### src/rtl/rotate_amount_detector_if.sv
// rotate_amount_detector_if: request/result bundle between a requester and the rotate amount detector
interface rotate_amount_detector_if #(
  parameter int WIDTH = 16,
  parameter int AMT_W = 4
);
  logic             start;
  logic [WIDTH-1:0] orig;
  logic [WIDTH-1:0] rotated;
  logic             dir;
  logic             busy;
  logic             done;
  logic             found;
  logic [AMT_W-1:0] amount;
  modport master (output start, orig, rotated, dir, input busy, done, found, amount);
  modport slave (input start, orig, rotated, dir, output busy, done, found, amount);
endinterface

### src/rtl/rotate_amount_detector.sv
// rotate_amount_detector: iterative search for the smallest rotation mapping orig to rotated; ROT_DET_EARLY_EXIT_EN ends the search on the first match
module rotate_amount_detector #(
  parameter int WIDTH = 16,
  parameter int AMT_W = 4
) (
  input logic clk,
  input logic rst,
  rotate_amount_detector_if.slave bus
);
  typedef enum logic [1:0] {IDLE, SEARCH, DONE} state_t;
  state_t           state_q, state_d;
  logic [WIDTH-1:0] work_q, work_d, target_q, target_d;
  logic             dir_q, dir_d, found_q, found_d;
  logic [AMT_W-1:0] cand_q, cand_d, amount_q, amount_d;
  logic             accept, match, last, finish;
  assign accept = bus.start && state_q != SEARCH;
  assign match  = work_q == target_q;
  assign last   = cand_q == AMT_W'(WIDTH - 1);
`ifdef ROT_DET_EARLY_EXIT_EN
  assign finish = last || match;
`else
  assign finish = last;
`endif
  // next state: load on accepted start, rotate and record first match while searching
  always_comb begin
    state_d  = state_q;
    work_d   = work_q;
    target_d = target_q;
    dir_d    = dir_q;
    cand_d   = cand_q;
    found_d  = found_q;
    amount_d = amount_q;
    if (accept) begin
      state_d  = SEARCH;
      work_d   = bus.orig;
      target_d = bus.rotated;
      dir_d    = bus.dir;
      cand_d   = '0;
      found_d  = 1'b0;
      amount_d = '0;
    end else if (state_q == SEARCH) begin
      found_d  = found_q | match;
      amount_d = (match && !found_q) ? cand_q : amount_q;
      work_d   = dir_q ? {work_q[0], work_q[WIDTH-1:1]} : {work_q[WIDTH-2:0], work_q[WIDTH-1]};
      cand_d   = cand_q + 1'b1;
      state_d  = finish ? DONE : SEARCH;
    end else if (state_q == DONE) begin
      state_d = IDLE;
    end
  end
  // state and working registers; reset aborts any search in progress
  always_ff @(posedge clk or posedge rst) begin
    if (rst) begin
      state_q  <= IDLE;
      work_q   <= '0;
      target_q <= '0;
      dir_q    <= 1'b0;
      cand_q   <= '0;
      found_q  <= 1'b0;
      amount_q <= '0;
    end else begin
      state_q  <= state_d;
      work_q   <= work_d;
      target_q <= target_d;
      dir_q    <= dir_d;
      cand_q   <= cand_d;
      found_q  <= found_d;
      amount_q <= amount_d;
    end
  end
  assign bus.busy   = state_q == SEARCH;
  assign bus.done   = state_q == DONE;
  assign bus.found  = found_q;
  assign bus.amount = amount_q;
endmodule

### src/flat_wrapper.sv
// flat-port wrapper written by rule: the top's interface ports become plain ports
module rotate_amount_detector_flat 
#(
  parameter int WIDTH = 16,
  parameter int AMT_W = 4
)
  (clk, rst, bus_start, bus_orig, bus_rotated, bus_dir, bus_busy, bus_done, bus_found, bus_amount);
  rotate_amount_detector_if #(.WIDTH(WIDTH), .AMT_W(AMT_W)) bus_i ();
  input logic clk;
  input logic rst;
  input wire logic [$bits(bus_i.start)-1:0] bus_start;
  input wire logic [$bits(bus_i.orig)-1:0] bus_orig;
  input wire logic [$bits(bus_i.rotated)-1:0] bus_rotated;
  input wire logic [$bits(bus_i.dir)-1:0] bus_dir;
  output wire logic [$bits(bus_i.busy)-1:0] bus_busy;
  output wire logic [$bits(bus_i.done)-1:0] bus_done;
  output wire logic [$bits(bus_i.found)-1:0] bus_found;
  output wire logic [$bits(bus_i.amount)-1:0] bus_amount;
  assign bus_i.start = bus_start;
  assign bus_i.orig = bus_orig;
  assign bus_i.rotated = bus_rotated;
  assign bus_i.dir = bus_dir;
  assign bus_busy = bus_i.busy;
  assign bus_done = bus_i.done;
  assign bus_found = bus_i.found;
  assign bus_amount = bus_i.amount;
  rotate_amount_detector #(.WIDTH(WIDTH), .AMT_W(AMT_W)) u_core (.clk(clk), .rst(rst), .bus(bus_i));
endmodule
### config.mk
export PLATFORM = sky130hd
export DESIGN_NAME = rotate_amount_detector_flat
export DESIGN_NICKNAME = d
export VERILOG_FILES = /design/src/rtl/rotate_amount_detector_if.sv /design/src/rtl/rotate_amount_detector.sv /design/src/flat_wrapper.sv
export SDC_FILE = /design/constraint.sdc
export NUM_CORES = 1
export LEC_CHECK = 0
export ABC_AREA = 1
export CAP_MARGIN = 40
export CORE_MARGIN = 5
export CORE_UTILIZATION = 52
export CTS_CLUSTER_DIAMETER = 50
export DETAILED_ROUTE_END_ITERATION = 12
export PLACE_DENSITY = 0.8
export SLEW_MARGIN = 25
export SYNTH_ARGS = -nofsm -noshare
export SYNTH_HDL_FRONTEND = slang
export SYNTH_SLANG_ARGS = --single-unit
export TNS_END_PERCENT = 10
### constraint.sdc
create_clock -name clk -period 1.6 [get_ports clk]
set_input_delay 0.32 -clock clk [delete_from_list [all_inputs] [get_ports clk]]
set_output_delay 0.32 -clock clk [all_outputs]
set_load 0.02 [all_outputs]
==> flow_summary.ini <==
[run_status]
status = complete, no violations

[timing]
clock.fmax_mhz = 659.0
slew_viol_final = 0
fin_crit_sh_pct = 94.83
worst_slack_ns = 0.08265
fin_hold_ws_ns = 0.3715
timing.final.crit_period_ns = 1.517
skew_ns = 0.007823
slew_headroom_pct = 76.80
hold_viol = 0
worstMarginPinSlew_ns = 0.3476
setup_viol = 0
rsz0062_at_grt = no
finalSetupTns_ns = 0

[global_routing]
grt_max_degree = 45
grt_usage_pct = 18.99
grt_first_pass_wirelength_microns = 8976
grt-ovfl-total = 0
antenna_found_initial = 0
grt_pass1_vias = 1985

[cts]
clockBufferDepth = 2
path_clk_slew_ns = 0.08
cts_made_buffers = 5
cts_sinks = 44
cts_root_buf = clkbuf_8
cts_tree = yes
cts-resized-gates = 7
clk_latency_ns = 0.30
cts_max_level = 2
ctsHoldBuffers = 0
cts_setup_buffers = 0

[pwr]
p_leak_nw = 1.464
pwr-share-clk_pct = 14.2
p_comb_share_pct = 47.8
p_per_area_nw_per_um2 = 1761
ir_drop_uv = 830.9
total_power_mw = 5.136
power_frac_seq_pct = 38.1
switching_share_pct = 43.03
p_sw_mw = 2.210
p_int_mw = 2.926

[place]
hpwlAfterDp_microns = 3861
gp_congestion = 0.8156
place_inst = 389
dpl_worst_slack_ns = 0.02098
numPortBuffers = 42
placed_cell_area_sq_um = 2826

[synthesis]
syn_nets = 333
synth_seq_cells = 44
seq_area_frac_synth_pct = 48.22
syn-cell-area_sq_um = 2283
synth_area_per_cell_sq_um = 7.767
yosysWarningCount = 0
syn_inst = 294
synth.distinct_cells = 26

[critical_path]
required_ns = 1.28
path_cells = inv_1 > ha_1 > clkdlybuf4s15_1
cp_num_buf_inv = 2
crit_type = flop to output pin
crit_fanout = 2
worst_path_max_delay_cell = dfrtp_1
end_kind = output pin
cpLargestDelayFamily = flip-flops
arrival_ns = 1.20
start_kind = flop
slowest_delay_ns = 0.39

[route]
postRouteAntennaNets = 0
wl_per_cell_microns = 13.17
wl_microns = 5230
drc_errors = 0
dr_total_vias = 2080
dr.pass1.iters = 4
vias_per_cell = 5.239
drt_iter0_markers = 165

[final_layout]
final_cell_mix = nand2_1, dfrtp_1, clkdlybuf4s50_1
utilization_pct = 67.92
final_common_cell = nand2_1
finish.instance_area_sq_um = 2917
nNetsFinal = 383
instances_no_fill = 397
syn2layout_area_growth_pct = 27.73
drive_gt1_share_pct = 10.43
insertedDiodeCount = 0

[floorplanning]
ioPinCount = 43
dieWidth_microns = 76.27
core-area_sq_um = 4294
rows = 24
dieHeight_microns = 76.27
dieArea_sq_um = 5816
start_util_pct = 53.18

[hold_path]
hold_class = primary input to asynchronous set/reset pin

[job]
cap_violations = 0
## layer usage
layer	share of wire (%)	vias to the layer above	wire, microns	global-route usage, %
met5	0	-	0	0
met4	1.3	0	68	5.944
met3	6.1	6	318	4.965
met2	51	62	2666	32.02
met1	42	966	2175	23.70
li1	-	1046	-	-
## synthesized netlist by cell type
cell type,number,area (sq um)
inv_2,8,30.03
o21ai_1,2,10.01
o21ai_0,31,155.2
ha_1,3,37.54
xor2_1,1,8.760
a22o_1,1,8.760
nand4_1,4,25.02
o221ai_1,4,35.03
inv_1,34,127.6
dfrtp_1,44,1101
nand2_2,1,6.260
nor2_1,13,48.80
nand2_1,94,352.8
clkbuf_1,5,18.77
nor2_2,1,6.260
nand3_1,7,35.03
nor2_4,2,22.52
buf_4,1,7.510
a21oi_1,17,85.08
o211ai_1,9,67.56
o22ai_1,4,25.02
o21a_1,1,7.510
buf_2,4,20.02
nor2_8,1,20.02
buf_6,1,11.26
nand3_2,1,10.01
## registers in the layout, summed over array words and instances (netlist names)
name / count
u_core.dir_q: 1
u_core.state_q: 2
u_core.bus.amount: 4
u_core.work_q: 16
u_core.target_q: 16
u_core.cand_q: 4
u_core.bus.found: 1
## final timing paths
kind / depth (start not counted) / start / slack (ns) / endpoint
hold / removal: 3 / rst / 0.37 / u_core.target_q[1]$_DFFE_PP0P_
min in group clk: 2 / u_core.target_q[3]$_DFFE_PP0P_ / 0.49 / u_core.target_q[3]$_DFFE_PP0P_
setup / recovery: 3 / u_core.state_q[0]$_DFFE_PP0P_ / 0.08 / bus_done
hold reg to reg: 2 / u_core.target_q[3]$_DFFE_PP0P_ / 0.49 / u_core.target_q[3]$_DFFE_PP0P_
max in group asynchronous: 3 / rst / 1.01 / u_core.work_q[8]$_DFFE_PP0P_
setup reg to reg: 8 / u_core.state_q[1]$_DFFE_PP0P_ / 0.10 / u_core.work_q[3]$_DFFE_PP0P_
## worst register-to-register path, cell delays in order, from the launching register on
cell     delay, ns
dfrtp_1       0.37
inv_1         0.05
ha_2          0.19
buf_4         0.17
nor2_2        0.15
inv_2         0.09
buf_12        0.14
o22ai_1       0.16
a21oi_1       0.06
## power groups by stage
stage               Clock (mW)  Combinational, mW  Sequential [mW]
finish                   0.727               2.45             1.96
global route             0.786               2.80             2.01
CTS                      0.745               2.46             1.95
detailed placement           0               2.45             1.96
global placement             0               2.37             1.95
floorplan                    0               1.80             1.87
## cell families (layout without fill, tap and decap cells)
logic type / after synthesis / after routing / synth area share [%]
fa+ha+maj: 3 / 3 / 1.644
simple gates: 124 / 124 / 23.07
compound gates: 69 / 69 / 17.26
xor+xnor: 1 / 1 / 0.3836
buf+inv: 53 / 104 / 9.425
flops: 44 / 44 / 48.22
## layout make-up
type	instances	area, sq um
Fill cell	351	1378
Clock buffer	6	82.58
Sequential cell	44	1101
Timing Repair Buffer	54	528.0
Clock inverter	2	10.01
Inverter	42	160.2
Multi-Input combinational cell	197	969.7
Tap cell	52	65.06
Power figures use the tool's default switching activity.
